===== config.mk =====
export PLATFORM = sky130hd
export DESIGN_NAME = rx
export DESIGN_NICKNAME = d
export VERILOG_FILES = /design/src/rtl/rx.sv
export SDC_FILE = /design/constraint.sdc
export NUM_CORES = 1
export LEC_CHECK = 0
export ABC_CLOCK_PERIOD_IN_PS = 3300
export CORE_ASPECT_RATIO = 0.7
export CORE_MARGIN = 10
export CORE_UTILIZATION = 61
export DETAILED_ROUTE_END_ITERATION = 10
export PLACE_DENSITY = 0.78
export SLEW_MARGIN = 10
export SYNTH_ARGS = -nofsm -noshare
export SYNTH_HDL_FRONTEND = slang
export SYNTH_SLANG_ARGS = --single-unit

===== constraint.sdc =====
create_clock -name rx_clk -period 3.3 [get_ports rx_clk]
set_input_delay 0.66 -clock rx_clk [delete_from_list [all_inputs] [get_ports rx_clk]]
set_output_delay 0.66 -clock rx_clk [all_outputs]
set_load 0.1 [all_outputs]

===== src/rtl/rx.sv =====
// UART receiver for 8N1 frames sampled on an 8x oversample clock, with a
// small circular receive FIFO drained by a level-sensitive read request.
module rx #(
  parameter int DEPTH = 8
) (
  input  logic       rx_clk,
  input  logic       rst,
  input  logic       rx_data_in,
  input  logic       rx_en,
  input  logic       rx_req,
  output logic [7:0] rx_data_out,
  output logic       rx_empty
);

  localparam int AW = $clog2(DEPTH);
  localparam logic [AW:0] FULL_COUNT = (AW+1)'(DEPTH);

  typedef enum logic [1:0] {IDLE, START, DATA, STOP} state_t;

  logic          r_sync1;
  logic          r_sync2;
  state_t        r_state;
  logic [2:0]    r_cnt;
  logic [2:0]    r_bitIdx;
  logic [7:0]    r_shift;
  logic [7:0]    r_mem [DEPTH];
  logic [AW-1:0] r_wrPtr;
  logic [AW-1:0] r_rdPtr;
  logic [AW:0]   r_count;
  logic [2:0]    r_pre;
  logic [7:0]    r_dataOut;
  logic          r_empty;

  logic w_line;
  logic w_stopSample;
  logic w_full;
  logic w_push;
  logic w_pop;

  always_ff @(posedge rx_clk or negedge rst) begin
    if (!rst) begin
      r_sync1 <= 1'b1;
      r_sync2 <= 1'b1;
    end else begin
      r_sync1 <= rx_data_in;
      r_sync2 <= r_sync1;
    end
  end

  assign w_line       = r_sync2;
  assign w_stopSample = rx_en && (r_state == STOP) && (r_cnt == 3'd7);
  assign w_full       = (r_count == FULL_COUNT);
  assign w_push       = w_stopSample && w_line && !w_full;
  assign w_pop        = rx_req && (r_pre == 3'd7) && (r_count != '0);

  // Receive FSM: mid-bit sampling at counter 3 for the start bit, then every
  // 8th cycle, so the data/stop samples land near the centre of each bit.
  always_ff @(posedge rx_clk or negedge rst) begin
    if (!rst) begin
      r_state  <= IDLE;
      r_cnt    <= 3'd0;
      r_bitIdx <= 3'd0;
      r_shift  <= 8'h00;
    end else if (!rx_en) begin
      r_state <= IDLE;
      r_cnt   <= 3'd0;
    end else begin
      case (r_state)
        IDLE: begin
          if (!w_line) begin
            r_state <= START;
            r_cnt   <= 3'd0;
          end
        end
        START: begin
          if (r_cnt == 3'd3) begin
            r_cnt    <= 3'd0;
            r_bitIdx <= 3'd0;
            r_state  <= w_line ? IDLE : DATA;
          end else begin
            r_cnt <= r_cnt + 3'd1;
          end
        end
        DATA: begin
          r_cnt <= r_cnt + 3'd1;
          if (r_cnt == 3'd7) begin
            r_shift  <= {w_line, r_shift[7:1]};
            r_bitIdx <= r_bitIdx + 3'd1;
            if (r_bitIdx == 3'd7) begin
              r_state <= STOP;
            end
          end
        end
        STOP: begin
          r_cnt <= r_cnt + 3'd1;
          if (r_cnt == 3'd7) begin
            r_state <= IDLE;
          end
        end
        default: r_state <= IDLE;
      endcase
    end
  end

  always_ff @(posedge rx_clk) begin
    if (w_push) begin
      r_mem[r_wrPtr] <= r_shift;
    end
  end

  // Pointers wrap naturally because DEPTH is a power of two.
  always_ff @(posedge rx_clk or negedge rst) begin
    if (!rst) begin
      r_wrPtr   <= '0;
      r_rdPtr   <= '0;
      r_count   <= '0;
      r_pre     <= 3'd0;
      r_dataOut <= 8'h00;
      r_empty   <= 1'b1;
    end else begin
      r_pre   <= r_pre + 3'd1;
      r_empty <= (r_count == '0);
      if (w_push) begin
        r_wrPtr <= r_wrPtr + AW'(1);
      end
      if (w_pop) begin
        r_dataOut <= r_mem[r_rdPtr];
        r_rdPtr   <= r_rdPtr + AW'(1);
      end
      case ({w_push, w_pop})
        2'b10:   r_count <= r_count + (AW+1)'(1);
        2'b01:   r_count <= r_count - (AW+1)'(1);
        default: r_count <= r_count;
      endcase
    end
  end

  assign rx_data_out = r_dataOut;
  assign rx_empty    = r_empty;

endmodule


; ---- After elaboration in Yosys (flattened, before gate mapping)
; Memory sizes are Yosys's and may differ from the RTL's. A register that Yosys moved wholly into a read port is not among the register bits.
; Cells that the tools add are included.
[word_totals]
ram_bits = 64
mem_bits_ro = 0
latchBits = 0
output_inout_bits = 9
regBits = 32
input_bits = 5
word_cells = 71
n_memories = 1
[op_classes]
addsub = 7
n_mux = 18
eq_ne = 17
n_div = 0
reduce_logical = 17
mul = 0
n_shift = 0
bitwise_logic = 0
n_lt_le_gt_ge = 0
[memory_table]
columns = memory, words, width, rd, rd_ports_with_merged_regs, write_ports, line
row1 = r_mem, 8, 8, 1, 1, 1, 26  ; logic [7:0] r_mem [DEPTH];
[ops]
columns = cell, n
row1 = $add 3x1->3 const B, 5
row2 = $mux 3, 5
row3 = $mux 2, 7
row4 = $ne 3x3->1 const B, 4
row5 = $eq 3x3->1 const B, 3
row6 = $pmux 3 s3, 1
row7 = $pmux 2 s4, 1
row8 = $pmux 4 s2, 1
row9 = $eq 2x2->1 const B, 3
row10 = $logic_and 1x1->1, 6
row11 = $pmux 3 s2, 1
row12 = $reduce_and 5->1, 1
row13 = $add 4x1->4 const B, 1
row14 = $eq 2x1->1 const B, 2
row15 = $eq 4x4->1 const B, 1
row16 = $logic_not 4->1, 1
row17 = $ne 2x2->1 const B, 2
row18 = $reduce_and 4->1, 1
row19 = $reduce_bool 2->1, 2
row20 = $reduce_bool 4->1, 1
row21 = $sub 4x1->4 const B, 1
row22 = $eq 3x2->1 const B, 1
row23 = $ne 3x2->1 const B, 1
row24 = $reduce_and 3->1, 1
row25 = other kinds (4), 6

; ---- Depth between registers and ports, before layout
[depth]
word_depth = 7
depth_mapped = 11
mapped_depth_nobuf = 11

; ---- Least setup slack after synthesis
; Ideal clock, no wire load.
[synth_timing]
path_kind = input port to flip-flop
startpoint = input port rx_en
endpoint = register r_count[3]
arrival_time_ns = 2.314
n_path_buf = 1
slack_ns = 0.870
setup_time_ns = 0.116
cell_stages = 9
path_cell_list = buf_2 nand4_1 a21oi_2 inv_1 ha_1 ha_1 a21oi_1 o21ai_0 o311ai_0
[synth_between]
elab_chain_len = 6
[synth_lines]
columns = item, line
row1 = start: declaration, 9  ; input logic rx_en,
row2 = $logic_and 1x1->1 (*) (2 in series), 51  ; assign w_stopSample = rx_en && (r_state == STOP) && (r_cnt == 3'd7);
row3 = $logic_and 1x1->1 (*) (2 in series), 53  ; assign w_push = w_stopSample && w_line && !w_full;
row4 = $eq 2x1->1 or $eq 2x2->1 (tied branches), 130  ; case ({w_push, w_pop})
row5 = $pmux 4 s2 or $reduce_bool 2->1 (tied branches), n/a
row6 = end signal: assignment, 131  ; 2'b10: r_count <= r_count + (AW+1)'(1);
row7 = end signal: assignment, 132  ; 2'b01: r_count <= r_count - (AW+1)'(1);
row8 = end signal: assignment, 133  ; default: r_count <= r_count;
row9 = end: declaration, 29  ; logic [AW:0] r_count;
; Mark *: on every way between the ends. The rest lies on a longest branch, timed or not.
; A chain may end at the register's enable or synchronous reset.

; ---- Worst setup path in the final report
[layout_timing]
startpoint = register r_cnt[0]
endpoint = register r_count[3]
[layout_between]
elab_chain_len = 6
[layout_lines]
columns = item, line
row1 = start: declaration, 23  ; logic [2:0] r_cnt;
row2 = start signal: assignment, 81  ; r_cnt <= r_cnt + 3'd1;
row3 = start signal: assignment, 85  ; r_cnt <= r_cnt + 3'd1;
row4 = start signal: assignment, 95  ; r_cnt <= r_cnt + 3'd1;
row5 = $eq 3x3->1 (*), 51
row6 = $logic_and 1x1->1 (*), 51
row7 = $logic_and 1x1->1 (*) (2 in series), 53
row8 = $eq 2x1->1 or $eq 2x2->1 (tied branches), 130
row9 = $pmux 4 s2 or $reduce_bool 2->1 (tied branches), n/a
; Marks and branches as above.

==> results list <==
* Run status: complete, no violations
* Iteration count of the initial detailed-routing pass: 4
- In this run the critical register-to-register path is launched from r_cnt[0]$_DFFE_PN0P_.
- Across the whole layout, storage elements account for 2928 sq um.
* Per-cell routed wire length: 17.94 um
- When the netlist entered floorplanning its net count stood at 340.
* Largest cells by area after synthesis: edfxtp_1 (43%), dfrtp_1 (21%), mux2i_1 (7.2%)
- Peak fanout along the critical path: 8
* Critical Setup Path Class: reg2reg
* Required time reported for the critical path endpoint: 3540 ps
- The final layout contains 362 nets.
- The smallest clock period supported by the final layout is computed as 2758 ps.
- RSZ-0062 raised after global routing: false
- Core Area: 6913 sq um
- Vias/cell: 5.757
* Global-route wire length before repair: 13160 um
- The finished layout holds 437 standard cells, fillers aside.
- Primary flip-flop cell chosen by synthesis mapping: edfxtp_1
* Critical path launch point type: flip-flop
- The synthesized netlist contains 43 unique library cells.
- CTS tree: yes
* HPWL reported at the end of detailed placement: 5172 um
* Buffers inserted by post-CTS timing repair: 0
* CP Capture Type: flip-flop
* Max cap viols: 0
- Fraction of the yosys area taken by sequential cells: 0.6559
- Measured against its own limit, the worst slew margin works out to 0.3349.
- Antenna diode instance count: 0
- Vias: 2516
* Commonest non-fill, non-tap cell in the layout: edfxtp_1
- Area taken by multi-input logic gates: 1378 sq um
* Final count of hold timing violations: 0
- Leakage Power: 1.997 nW
- Final period utilization: 0.8359
* Worst IR drop on VDD: 0.3187 mV
- After clock tree synthesis, the clock-pin slew on the worst setup and hold paths is 100 ps.
- Post-Place Cell Area: 4691 sq um
* Synthesized netlist cell count: 316
* Post-synth top area share: 0.4307
- On the final layout, the worst clock skew is 10.23 ps.
- Setup slack on the critical path of the routed design comes to 541.5 ps.
* Flip-flop and latch count after synthesis: 104
- The endpoint identified for the worst register-to-register timing path is r_count[3]$_DFFE_PN0P_.
* Overall power after layout: 0.002302 W
* Pwr Density: 468.4 nW/um^2
- The number of global-route vias before repair is 2489.
- Total number of yosys warnings: 0
- Starting Density: 0.6454
* Hold Path Origin: r_sync1$_DFF_PN1_
- A synthesized cell averages 14.12 sq um.
- Number of max-slew violations in the final report: 0
- The library cells used most frequently in the layout, excluding fill and tap cells, are edfxtp_1 (64), dfrtp_1 (36), mux2i_1 (32), inv_1 (22), buf_4 (20).
- The routed design has 7841 um of wire.
- In this run the worst setup path begins at r_cnt[0]$_DFFE_PN0P_.
* Htree depth: 3
* Die area: 11190 sq um
* Syn Std Cell Area: 4462 sq um
- Setup slack after placement: 270.9 ps
- The floorplan step set the die width to 122.2 um.
- GRT Resource Usage Total: 0.1508
* Worst R2R Path Depth: 10
* Path category of the worst min-delay check: reg2reg
- For flop-to-flop paths, the worst setup slack is 540 ps.
- Number of port buffers: 13
- Residual antenna-violating net count after detailed routing: 0
- The clock net in this run drives a total of 104 sinks.
- EDFF count, synth: 64
- Layout cell share with drive strength beyond 1: 0.1574
* Clock latency at the later pin of the worst-skew pair: 360 ps
- Pin count of the biggest net entering global routing: 41
- For this run, the top clock speed supported by timing is 0.3625 GHz.
- Setup violations remaining at the end of the flow were counted as 0.
- Count of unresolved DRC violations after routing: 0
- The longest clock path from root to sink contains 2 buffers.
- After the first detailed-routing iteration, the DRC count stood at 138.
- Final GP Congestion: 0.8886
- The filler cells instantiated in the layout total 472.
- During I/O placement, the number of pins put on the boundary was 14.
* Final standard cell area without fillers: 4915 sq um
- After detailed placement, the design holds a cell count of 421.
- Clock tree synthesis selected as its root buffer the cell clkbuf_8.
- In this run the worst setup path terminates at r_count[3]$_DFFE_PN0P_.
- Antenna violations before repair: 0
- The floorplan has 25 rows.
- Async S/R FF share, synth: 0.3846
- Summed over all instances, the cell type with the most area after synthesis is edfxtp_1.
- After clock tree synthesis, the repair step resized 0 gates.
* Data arrival, critical path: 3000 ps
* Measured slew at the worst slew-check pin: 997.7 ps
- TritonCTS created 9 clock buffers.
- Relative to the synthesized area, the layout overhead comes to 10.15%.
* CTS hold repair buffers: 0
* Sum Neg Setup Slack: 0 ps
* Vertical extent of the die: 91.56 um
* Overall overflow remaining after global route: 0
==> stage by stage <==
stage,hold WS [ps],util
6_report,360.5,0.7110
5_1_grt,365.8,0.7110
4_1_cts,361.7,0.7110
3_5_place_dp,346.8,0.6786
3_3_place_gp,345.5,0.6786
2_1_floorplan,345.2,-
==> critical path: stages, from the launching register on <==
cell	delay [ps]
dfrtp_1	390
ha_1	210
ha_1	280
nand4_1	230
a21oi_2	190
inv_1	60
ha_1	290
ha_1	310
a21oi_1	210
o21ai_0	120
o311ai_0	360
==> power breakdown <==
| group | internal (W) | leakage, nW | switching [W] |
|---|---|---|---|
| clock network | 0.000435 | 0.115 | 0.000434 |
| registers | 0.00137 | 1.24 | 0.00000432 |
| logic | 0.0000182 | 0.638 | 0.0000354 |
==> cell type report <==
cell class,instances,area share
Tap cell,94,0.02393
Clock inverter,7,0.02037
Clock buffer,9,0.02520
Sequential cell,104,0.5957
Timing Repair Buffer,24,0.03768
Inverter,22,0.01680
Multi-Input combinational cell,177,0.2803
==> synthesized netlist by cell type, types with 6 or more instances <==
master	count
edfxtp_1	64
dfrtp_1	37
mux2i_1	32
inv_1	22
ha_1	18
a22oi_1	17
o21ai_0	17
nand2_1	15
nand3_1	12
nor2_1	10
mux2_2	9
nor3_1	7
nand2b_1	6
==> logic make-up (layout without fill, tap and decap cells) <==
group | Yosys count | after routing | synth area share
AND/OR/NAND/NOR | 65 | 65 | 0.07824
AO/OA/AOI/OAI | 45 | 45 | 0.06590
multiplexers | 42 | 42 | 0.09787
XOR/XNOR | 6 | 6 | 0.01178
adder cells (fa/ha/maj) | 19 | 19 | 0.05496
flip-flops | 104 | 104 | 0.6559
buffers and inverters | 35 | 62 | 0.03533
==> state kept, by name (all words and copies together) (netlist names) <==
signal / flops
r_bitIdx: 3
r_cnt: 3
r_count: 4
r_mem: 64
r_pre: 3
r_rdPtr: 3
r_shift: 8
r_state: 2
r_sync1: 1
r_sync2: 1
r_wrPtr: 3
rx_data_out: 8
rx_empty: 1
==> worst min path at each step <==
stage | end | slack (ps) | cells after the start
2_1_floorplan | r_sync2$_DFF_PN1_ | 350 | 0
3_3_place_gp | r_sync2$_DFF_PN1_ | 350 | 0
3_5_place_dp | r_sync2$_DFF_PN1_ | 350 | 0
4_1_cts | r_sync2$_DFF_PN1_ | 360 | 0
5_1_grt | r_sync2$_DFF_PN1_ | 370 | 0
6_report | r_sync2$_DFF_PN1_ | 360 | 0
==> metal layers <==
metal	global-route usage	vias up	wire length [um]
met4	0.04697	0	92
met5	0	-	0
met3	0.04515	10	531
met2	0.2209	79	3561
li1	-	1197	-
met1	0.2104	1230	3656
Note: power is estimated with default switching activity, not from simulation.
